File: src/rtl/matricula_validator.sv
// rtl/matricula_validator.sv - licence plate assembler, format checker and whitelist matcher
// Collects six characters, checks pair format, matches against a programmable whitelist.
module matricula_validator #(
  parameter int NPLATES = 4,
  parameter int TIMEOUT = 1000,
  localparam int AW = $clog2(NPLATES)
) (
  input  logic          CLK,
  input  logic          RST_N,
  input  logic [7:0]    CharIn,
  input  logic          CharVal,
  input  logic          Clear,
  input  logic          ProgEn,
  input  logic [AW-1:0] ProgAddr,
  input  logic [47:0]   ProgData,
  output logic          MatrVal,
  output logic          MatrInv,
  output logic          Erro,
  output logic          Busy
);

  localparam int CW = $clog2(TIMEOUT + 1);

  typedef enum logic [1:0] {IDLE, COLLECT, COMPARE} state_t;

  state_t        state_q, state_d;
  logic [2:0]    idx_q, idx_d;
  logic [CW-1:0] cnt_q, cnt_d;
  logic [7:0]    chr_q [6];
  logic [7:0]    chr_d [6];
  logic          val_q, val_d, inv_q, inv_d, erro_q, erro_d, busy_q, busy_d;

  logic [47:0]        wl_q [NPLATES];
  logic [NPLATES-1:0] wl_vld_q;

  logic [47:0] plate;
  logic [2:0]  pair_let, pair_dig;
  logic        well_formed, match;

  function automatic logic is_let(input logic [7:0] c);
    return (c >= 8'h41) && (c <= 8'h5A);
  endfunction

  function automatic logic is_dig(input logic [7:0] c);
    return (c >= 8'h30) && (c <= 8'h39);
  endfunction

  assign plate = {chr_q[0], chr_q[1], chr_q[2], chr_q[3], chr_q[4], chr_q[5]};

  always_comb begin
    pair_let = '0;
    pair_dig = '0;
    match    = 1'b0;
    for (int p = 0; p < 3; p++) begin
      pair_let[p] = is_let(chr_q[2*p]) && is_let(chr_q[2*p+1]);
      pair_dig[p] = is_dig(chr_q[2*p]) && is_dig(chr_q[2*p+1]);
    end
    for (int i = 0; i < NPLATES; i++) begin
      if (wl_vld_q[i] && (wl_q[i] == plate)) match = 1'b1;
    end
    well_formed = (&(pair_let | pair_dig)) && (|pair_let) && (|pair_dig);
  end

  always_comb begin
    state_d = state_q;
    idx_d   = idx_q;
    cnt_d   = cnt_q;
    chr_d   = chr_q;
    val_d   = 1'b0;
    inv_d   = 1'b0;
    erro_d  = 1'b0;
    case (state_q)
      IDLE: begin
        if (CharVal) begin
          chr_d[0] = CharIn;
          idx_d    = 3'd1;
          cnt_d    = '0;
          state_d  = COLLECT;
        end
      end
      COLLECT: begin
        if (Clear) begin
          state_d = IDLE;
          idx_d   = 3'd0;
          cnt_d   = '0;
        end else if (CharVal) begin
          chr_d[idx_q] = CharIn;
          cnt_d        = '0;
          if (idx_q == 3'd5) begin
            idx_d   = 3'd0;
            state_d = COMPARE;
          end else begin
            idx_d = idx_q + 3'd1;
          end
        end else begin
          // Saturating idle counter; the edge it reaches TIMEOUT is the Erro edge.
          if (cnt_q != CW'(TIMEOUT)) cnt_d = cnt_q + CW'(1);
          if (cnt_d == CW'(TIMEOUT)) begin
            state_d = IDLE;
            idx_d   = 3'd0;
            erro_d  = 1'b1;
          end
        end
      end
      COMPARE: begin
        state_d = IDLE;
        if (!Clear) begin
          val_d = well_formed && match;
          inv_d = !(well_formed && match);
        end
      end
      default: state_d = IDLE;
    endcase
    busy_d = (state_d != IDLE);
  end

  always_ff @(posedge CLK or negedge RST_N) begin
    if (!RST_N) begin
      state_q <= IDLE;
      idx_q   <= 3'd0;
      cnt_q   <= '0;
      val_q   <= 1'b0;
      inv_q   <= 1'b0;
      erro_q  <= 1'b0;
      busy_q  <= 1'b0;
      for (int i = 0; i < 6; i++) chr_q[i] <= 8'h00;
    end else begin
      state_q <= state_d;
      idx_q   <= idx_d;
      cnt_q   <= cnt_d;
      val_q   <= val_d;
      inv_q   <= inv_d;
      erro_q  <= erro_d;
      busy_q  <= busy_d;
      chr_q   <= chr_d;
    end
  end

  // A write on the COMPARE edge lands after the match above was already sampled.
  always_ff @(posedge CLK or negedge RST_N) begin
    if (!RST_N) begin
      wl_vld_q <= '0;
      for (int i = 0; i < NPLATES; i++) wl_q[i] <= 48'h0;
    end else if (ProgEn) begin
      wl_q[ProgAddr]     <= ProgData;
      wl_vld_q[ProgAddr] <= |ProgData;
    end
  end

  assign MatrVal = val_q;
  assign MatrInv = inv_q;
  assign Erro    = erro_q;
  assign Busy    = busy_q;

endmodule

File: config.mk
export PLATFORM = sky130hd
export DESIGN_NAME = matricula_validator
export DESIGN_NICKNAME = d
export VERILOG_FILES = /design/src/rtl/matricula_validator.sv
export SDC_FILE = /design/constraint.sdc
export NUM_CORES = 1
export LEC_CHECK = 0
export BUFFER_PORTS_ARGS = -buffer_cell sky130_fd_sc_hd__buf_2
export CAP_MARGIN = 20
export CORE_MARGIN = 2
export CORE_UTILIZATION = 58
export CTS_CLUSTER_SIZE = 16
export DETAILED_ROUTE_END_ITERATION = 6
export PLACE_DENSITY = 0.76
export SYNTH_ARGS = -nofsm -noshare
export SYNTH_HDL_FRONTEND = slang
export SYNTH_SLANG_ARGS = --single-unit
File: constraint.sdc
create_clock -name CLK -period 6 [get_ports CLK]
set_clock_uncertainty 0.1 [all_clocks]
set_input_delay 0 -clock CLK [delete_from_list [all_inputs] [get_ports CLK]]
set_output_delay 0 -clock CLK [all_outputs]
set_load 0.05 [all_outputs]
==> results.json, run 1 <==
{
  "status": "finished clean",
  "dr.pass1.iters": 5,
  "synth_top_area_share": 0.509,
  "synth_top_cells_by_area": "dfrtp_1, mux2_2, xor2_1",
  "drt-initial-drc-count": 940,
  "cap_violations": 0,
  "antenna_left": 0,
  "rows": 54,
  "seq_area_um2": 6580,
  "cp-start-kind": "flip-flop",
  "syn-instance-count": 1102,
  "yosys.area_share.adder": 0.00194,
  "place_congestion": 1.02,
  "tightestPinTransition_ns": 0.979,
  "drc": 0,
  "tritoncts": "built",
  "worstSetupPathType": "reg2reg",
  "drive_gt1_frac": 0.262,
  "fin_util": 0.681,
  "cpMaxStageDelayCell": "dlygate4sd3_1",
  "die_area_um2": 23500,
  "numPortBuffers": 66,
  "yosysSeqAreaShare": 0.509,
  "grt_overflow": 0,
  "synth.most_common_cell": "dfrtp_1",
  "synth_cell_types": 64,
  "num-fill-cells": 1585,
  "root_buffer": "clkbuf_16",
  "clock_sinks": 263,
  "die_w_um": 153,
  "clock_latency_ns": 0.56,
  "r2r_slack_ns": 3.02,
  "synth_area_um2": 12900,
  "pin_count": 67,
  "syn_area_per_cell_um2": 11.7,
  "postPlaceCellArea_um2": 13300,
  "fin_ws_ns": 3.02,
  "num_antenna_cells": 0,
  "cts_buffers": 29,
  "reg2reg_depth": 9,
  "cp.required_ns": 6.34,
  "synth-simple-area-share": 0.0934,
  "worstReg2RegStart": "cnt_q[0]",
  "p_per_area_nw_per_um2": 366,
  "maxSlewViolCount": 0,
  "die_y_um": 153,
  "finalWirelength_mm": 39.0,
  "synth-xor-area-share": 0.110,
  "hpwl_mm": 27.3,
  "period_minus_slack_ns": 2.98,
  "tns_ns": 0,
  "yosys_warnings": 0,
  "clk_pin_slew_ns": 0.06,
  "synthArstFlopShare": 1.00,
  "synthMuxAreaShare": 0.190,
  "r2r-end": "Busy",
  "max_stage_delay_ns": 0.56,
  "synth_nets": 1167,
  "worst-path-buf-inv": 1,
  "crit_arrival_ns": 3.32,
  "fin_nets": 1248,
  "start_util": 0.592,
  "p_leak_nw": 6.40,
  "slew_headroom": 0.347,
  "cts_buffer_depth": 3,
  "antenna_found_initial": 1,
  "holdWs_ns": 0.00651,
  "routed_via_density": 6.35,
  "grt_max_degree": 137,
  "synth-main-ff-cell": "dfrtp_1",
  "clock.fmax_mhz": 336,
  "crit_chain": "ha_1, nand2_1, o31ai_1, a21oi_1, nor3_1, nand4b_1, a21oi_1, a211oi_1, dlygate4sd3_1",
  "startpoint": "cnt_q[0]",
  "synth_seq_cells": 263,
  "cpMostUsedCell": "a21oi_1",
  "setup_violations": 0,
  "grt_pass1_wl_mm": 59.0,
  "syn_to_final_growth_pct": 15.0,
  "fin_area_um2": 14900,
  "hold_viol": 0,
  "grt_pass1_vias": 9331,
  "post_cts.repair.setup_buffers": 0,
  "vias": 9424,
  "dpl.cell_count": 1372,
  "synth-compound-area-share": 0.0591,
  "multi_input_area_um2": 5890,
  "peakVddDrop_uv": 240,
  "crit_family": "simple AND/OR/NAND/NOR gates",
  "synth_top_family_by_area": "multiplexers",
  "track_usage": 0.334,
  "place_worst_setup_slack_ns": 3.35,
  "crit_fanout": 12,
  "end_kind": "flip-flop",
  "core_um2": 21800,
  "h-tree-depth": 1,
  "fin_crit_sh": 0.496,
  "synth-edff-count": 0,
  "post_drt_wl_per_cell_um": 26.3,
  "layout.cells.non_filler": 1484,
  "power_mw": 5.44,
  "grt_setup_unrepaired": "false",
  "hp-class": "in2async",
  "synth_common_cells": "dfrtp_1, mux2_2, xor2_1",
  "synth_top_cell_by_area": "dfrtp_1"
}
## power breakdown
group	switching [mW]	internal (mW)	total, mW
clock	0.722	1.00	1.72
combinational	0.628	0.573	1.20
sequential	0.423	2.09	2.52
total	1.77	3.67	5.44
## timing repair
action	in CTS	in global routing
gates resized for setup	0	0
hold buffers	60	0
hold endpoints to repair	383	0
## registers in the layout, summed over array words and instances, names as in the netlist
signal,flops
Erro,1
cnt_q,10
wl_vld_q,4
MatrInv,1
MatrVal,1
Busy,1
state_q,2
chr_q,48
wl_q,192
idx_q,3
## cell type report
| class | count | area share |
|---|---|---|
| Inverter | 32 | 0.00817 |
| Clock inverter | 10 | 0.00547 |
| Multi-Input combinational cell | 724 | 0.396 |
| Clock buffer | 42 | 0.0561 |
| Sequential cell | 263 | 0.443 |
| Tap cell | 280 | 0.0236 |
| Timing Repair Buffer | 133 | 0.0677 |
## routing by layer
metal / vias to the layer above / global-route usage / wire length, µm
met5: - / 0 / 0
met2: 479 / 0.512 / 17800
li1: 4061 / - / -
met4: 0 / 0.152 / 2090
met1: 4768 / 0.472 / 15800
met3: 116 / 0.0516 / 3320
## layout by cell type (no fill, tap or decap), drive strengths merged, types with 42 or more instances in the layout
| cell | n |
|---|---|
| nand2 | 67 |
| clkbuf | 42 |
| xnor2 | 72 |
| xor2 | 91 |
| mux2 | 217 |
| dfrtp | 263 |
| buf | 73 |
| o21ai | 46 |
| dlygate4sd3 | 60 |
| nor4 | 43 |
## logic make-up after synthesis
group,after synthesis
DFF,263
and+or+nand+nor,223
muxes,218
xor gates and xnor gates,163
AOI/OAI and AO/OA,118
buffers and inverters,115
adders and majority gates,2
## worst max-delay path by stage
stage | endpoint | depth (start not counted) | slack (ns)
2_1_floorplan | idx_q[1] | 9 | 3.82
3_3_place_gp | MatrInv | 7 | 3.34
3_5_place_dp | MatrInv | 7 | 3.35
4_1_cts | Busy | 9 | 3.03
5_1_grt | Busy | 9 | 2.82
6_report | Busy | 9 | 3.02
(Power assumes the default switching activity.)
==> run 2, diff against run 1 <==
Settings changed: CORE_UTILIZATION 58 to 56, PLACE_DENSITY 0.76 to 0.77.
Clock period 6 ns to 2.65 ns, I/O delays scaled along.
==> run 2 against run 1 <==
The flow now finishes with violations (design-rule violations). Highest routed layer is now met5. Sequential share of layout area down 1.0 points. Cell count up 2.3%. Clock-buffer cell count down 1. Wire length up 4.0%. Maximum frequency up 19%. Register-to-register slack worse by 2.9 ns. Die area up 3.5%. Largest power group unchanged. Non-clock buffer count up 32. First-iteration DRC count up 8.3%. Core utilization down 0.90 points. Sequential power up 120%. Via count up 1.7%.
==> results.json, run 2 (synthesis gave the netlist of run 1 again) <==
{
  "grt_pass1_wl_mm": 61.2,
  "cp.required_ns": 3.00,
  "routed_via_density": 6.31,
  "swShare": 0.324,
  "antenna_left": 0,
  "drc": 1,
  "antenna_found_initial": 2,
  "power.switching_mw": 4.09,
  "share_comb_of_total_power": 0.234,
  "grt_max_degree": 83,
  "postPlaceCellArea_um2": 13600,
  "reg_top3": "wl_q: 192 flops, chr_q: 48 flops, cnt_q: 10 flops",
  "num_antenna_cells": 0,
  "wl_met1_mm": 16.8,
  "end_kind": "flip-flop",
  "grt_pass1_vias": 9458,
  "finalWirelength_mm": 40.6,
  "grt_setup_unrepaired": "false",
  "drt-initial-drc-count": 1018,
  "tritoncts": "built",
  "status": "finished, violations left",
  "internal_power_mw": 8.54,
  "pin_count": 67,
  "power_mw": 12.6,
  "fin_nets": 1278,
  "slew_headroom": 0.440,
  "top_layer_used": "met5",
  "start_util": 0.571,
  "largest_register_ffs": 192,
  "cap_violations": 0,
  "worstSetupPathType": "reg2reg",
  "die_area_um2": 24300,
  "clockPowerShare": 0.320,
  "peakVddDrop_uv": 497,
  "met3_length_mm": 3.60,
  "vias": 9582,
  "period_minus_slack_ns": 2.50,
  "maxSlewViolCount": 0,
  "clock.fmax_mhz": 400,
  "h-tree-depth": 1,
  "clk_pin_slew_ns": 0.06,
  "drive_gt1_frac": 0.275,
  "fin_util": 0.672,
  "cts_buffer_depth": 3,
  "clock_latency_ns": 0.55,
  "crit_fanout": 7,
  "post_drt_wl_per_cell_um": 26.7,
  "cts_buffers": 27,
  "pwr-share-seq": 0.446,
  "numPortBuffers": 66,
  "regMostFlops": "wl_q",
  "die_y_um": 156,
  "p_per_area_nw_per_um2": 830,
  "tightestPinTransition_ns": 0.838,
  "hold_viol": 0,
  "p_leak_nw": 6.58,
  "crit_arrival_ns": 2.84,
  "fin_area_um2": 15200,
  "cp-start-kind": "flip-flop",
  "hp-class": "in2reg",
  "violations": "design-rule violations",
  "hpwl_mm": 28.4,
  "mostFrequentLayoutCells": "dfrtp_1, mux2_2, xor2_1",
  "clock_sinks": 263,
  "setup_violations": 0,
  "fin_crit_sh": 0.943,
  "place_congestion": 1.01,
  "core_um2": 22600,
  "grt_overflow": 0,
  "final_common_cell": "dfrtp_1",
  "root_buffer": "clkbuf_16",
  "syn_to_final_growth_pct": 17.7,
  "wl_met2_mm": 18.1,
  "die_w_um": 156,
  "rows": 55,
  "tns_ns": 0,
  "dr.pass1.iters": 7,
  "track_usage": 0.343
}
run 2: changes by cell type in the layout (fill, tap and decap cells not counted), moves of 2 or more:
cell,delta
buf_12,+4
clkbuf_8,+3
bufinv_16,+2
clkinv_2,-4
clkbuf_16,-2
clkbuf_1,-2
dlygate4sd3_1,+9
buf_4,+19
run 2: area by class of cell:
class | count | area, µm²
clock inverters | 8 | 121
fillers | 1660 | 7430
repair buffers | 165 | 1320
well taps | 285 | 357
inverters | 32 | 121
multi-input cells | 724 | 5900
clock buffers | 41 | 818
flip-flops and latches | 263 | 6580
run 2: timing repair:
action	CTS	global route
setup buffers	0	0
resized for setup	0	2
hold endpoints to repair	519	0
endpoints found under the setup margin	0	2
hold buffers	69	0
run 2: metal layers:
layer	global-route usage	up-vias
li1	-	4115
met1	0.479	4844
met2	0.520	503
met3	0.0747	118
met4	0.152	2
met5	0	-
run 2: worst paths after layout:
kind                        startpoint     endpoint  slack, ns  cells after the start
max                          chr_q[28]      MatrInv       0.15                      7
min                             ProgEn  wl_vld_q[2]       0.12                      5
max reg2reg                  chr_q[28]      MatrInv       0.15                      7
min reg2reg                wl_vld_q[1]  wl_vld_q[1]       0.40                      2
max in group asynchronous        RST_N    wl_q[105]       0.76                      4
min in group asynchronous        RST_N     cnt_q[8]       0.49                      3
run 2: stage by stage:
stage / cells / setup slack, ns / hold slack, ns
floorplan: 1102 / 0.466 / -0.396
global placement: 1400 / 0.167 / -0.0225
detailed placement: 1400 / 0.0561 / -0.0230
CTS: 1518 / 0.0424 / 0.0518
global route: 1518 / 0.00915 / 0.144
finish: 1518 / 0.152 / 0.122
run 2: critical path: stages (launching register included):
cell       delay [ns]
dfrtp_1          0.58
xnor2_1          0.33
o2111ai_1        0.19
a2111oi_1        0.36
nand4_1          0.15
nor4_1           0.33
o41ai_1          0.20
nor2b_1          0.17
run 2: power by group through the flow:
| stage | logic (mW) | registers, mW | clock network (mW) |
|---|---|---|---|
| finish | 2.96 | 5.63 | 4.04 |
| global route | 3.12 | 5.71 | 4.20 |
| CTS | 2.89 | 5.59 | 4.05 |
| detailed placement | 2.78 | 5.66 | 0 |
| global placement | 2.76 | 5.62 | 0 |
| floorplan | 2.07 | 5.14 | 0 |
==> run 3, diff against run 2 <==
Settings changed: BUFFER_PORTS_ARGS -buffer_cell sky130_fd_sc_hd__buf_2 to -buffer_cell sky130_fd_sc_hd__buf_4.
==> run 3 against run 2 <==
The flow now finishes without violations. Largest cell class unchanged. Core utilization up 1.3 points. First-iteration DRC count down 6.1%. Critical endpoint unchanged. Via count up 1.0%. Power up 1.0%.
==> results.json, run 3 (synthesis gave the netlist of run 1 again) <==
{
  "worst-path-buf-inv": 0,
  "crit_arrival_ns": 2.87,
  "p_per_area_nw_per_um2": 823,
  "cpMostUsedCell": "nor4_1",
  "cpMaxStageDelayCell": "nor4_1",
  "die_y_um": 156,
  "layout.cells.non_filler": 1534,
  "p_leak_nw": 6.72,
  "dpl.cell_count": 1414,
  "regMostFlops": "wl_q",
  "place_congestion": 1.03,
  "start_util": 0.571,
  "power_mw": 12.8,
  "clockPowerShare": 0.318,
  "hold_viol": 0,
  "wl_met1_mm": 17.3,
  "tns_ns": 0,
  "setup_violations": 0,
  "worstSetupPathType": "reg2reg",
  "rows": 55,
  "hp-class": "in2reg",
  "numPortBuffers": 66,
  "routed_via_density": 6.31,
  "antenna_found_initial": 1,
  "largest_register_ffs": 192,
  "crit_fanout": 9,
  "clk_pin_slew_ns": 0.06,
  "status": "finished clean",
  "seq_area_um2": 6580,
  "maxSlewViolCount": 0,
  "tightestPinTransition_ns": 0.826,
  "slew_headroom": 0.449,
  "antenna_left": 0,
  "cts_buffer_depth": 3,
  "power.switching_mw": 4.09,
  "clock_sinks": 263,
  "crit_chain": "xor2_1, nor4_1, nand4_1, nor4_1, o41ai_1, nor2b_1",
  "multi_input_area_um2": 5910,
  "clock.fmax_mhz": 394,
  "grt_max_degree": 86,
  "grt_pass1_vias": 9613,
  "drc": 0,
  "cp-start-kind": "flip-flop",
  "die_area_um2": 24300,
  "share_comb_of_total_power": 0.243,
  "pin_count": 67,
  "fin_crit_sh": 0.959,
  "root_buffer": "clkbuf_16",
  "track_usage": 0.349,
  "grt_pass1_wl_mm": 61.7,
  "fin_area_um2": 15500,
  "h-tree-depth": 1,
  "met3_length_mm": 3.57,
  "finalWirelength_mm": 41.5,
  "postPlaceCellArea_um2": 13900,
  "hpwl_mm": 29.1,
  "crit_family": "simple AND/OR/NAND/NOR gates",
  "swShare": 0.321,
  "grt_overflow": 0,
  "cap_violations": 0,
  "mostFrequentLayoutCells": "dfrtp_1, mux2_2, buf_4",
  "top_layer_used": "met4",
  "drt-initial-drc-count": 956,
  "reg_top3": "wl_q: 192 flops, chr_q: 48 flops, cnt_q: 10 flops",
  "cp.required_ns": 2.98,
  "post_drt_wl_per_cell_um": 27.0,
  "tritoncts": "built",
  "vias": 9678,
  "clock_latency_ns": 0.54,
  "peakVddDrop_uv": 613,
  "post_cts.repair.setup_buffers": 0,
  "die_w_um": 156,
  "dr.pass1.iters": 5,
  "period_minus_slack_ns": 2.54,
  "core_um2": 22600,
  "max_stage_delay_ns": 0.64,
  "drive_gt1_frac": 0.285,
  "final_common_cell": "dfrtp_1",
  "pwr-share-seq": 0.440,
  "wl_met2_mm": 18.8,
  "cts_buffers": 28,
  "syn_to_final_growth_pct": 19.9,
  "end_kind": "flip-flop",
  "num-fill-cells": 1639,
  "grt_setup_unrepaired": "false",
  "holdWs_ns": 0.0703,
  "r2r_slack_ns": 0.11,
  "internal_power_mw": 8.67,
  "fin_nets": 1290
}
==> run 3: changes by cell type in the layout (fill, tap and decap cells not counted), sizes merged <==
cell and change:
diode +2, clkbuf +2, buf +14, inv -1, dlygate4sd3 -3, clkinvlp -1
clkinv +3
==> run 3: final cells by class <==
class / instances / area share
Clock buffer: 43 / 0.0541
Tap cell: 285 / 0.0230
Antenna cell: 2 / 0.000323
Clock inverter: 9 / 0.00775
Inverter: 32 / 0.00783
Multi-Input combinational cell: 724 / 0.381
Sequential cell: 263 / 0.425
Timing Repair Buffer: 176 / 0.101
==> run 3: per-stage QoR <==
step                      setup WS [ns]  utilization
after detailed placement         0.0753        0.612
after global placement           0.0710        0.612
after floorplan                   0.466            -
after global routing             0.0131        0.684
after CTS                        0.0625        0.684
final                             0.109        0.685
==> run 3: repair_timing <==
action,in CTS,in global routing
gates resized for setup,0,3
hold buffers,66,0
endpoints found under the setup margin,0,1
endpoints found under the hold margin,499,0
==> run 3: per-layer routing <==
metal  track usage  vias to the layer above
li1              -                     4162
met1         0.478                     4934
met2         0.535                      490
met3        0.0908                       92
met4         0.136                        0
met5             0                        -
==> run 3: final timing paths <==
path | to | cells after the start | from
setup / recovery | MatrInv | 6 | chr_q[1]
hold / removal | wl_vld_q[2] | 5 | ProgEn
setup reg to reg | MatrInv | 6 | chr_q[1]
hold reg to reg | wl_vld_q[2] | 2 | wl_vld_q[2]
max in group asynchronous | cnt_q[4] | 4 | RST_N
min in group asynchronous | cnt_q[6] | 3 | RST_N
==> run 3: worst register-to-register path: cells and delay by family (launching register included) <==
kind | cells | cell delay [ns]
and+or+nand+nor | 4 | 1.31
AOI/OAI and AO/OA | 1 | 0.22
xor gates and xnor gates | 1 | 0.27
DFF | 1 | 0.55
==> run 3: power by group through the flow <==
stage / combinational (mW) / sequential, mW / clock, mW
5_1_grt: 3.25 / 5.68 / 4.27
6_report: 3.10 / 5.62 / 4.05
3_5_place_dp: 2.92 / 5.63 / 0
2_1_floorplan: 2.07 / 5.14 / 0
4_1_cts: 3.03 / 5.57 / 4.10
3_3_place_gp: 2.90 / 5.59 / 0
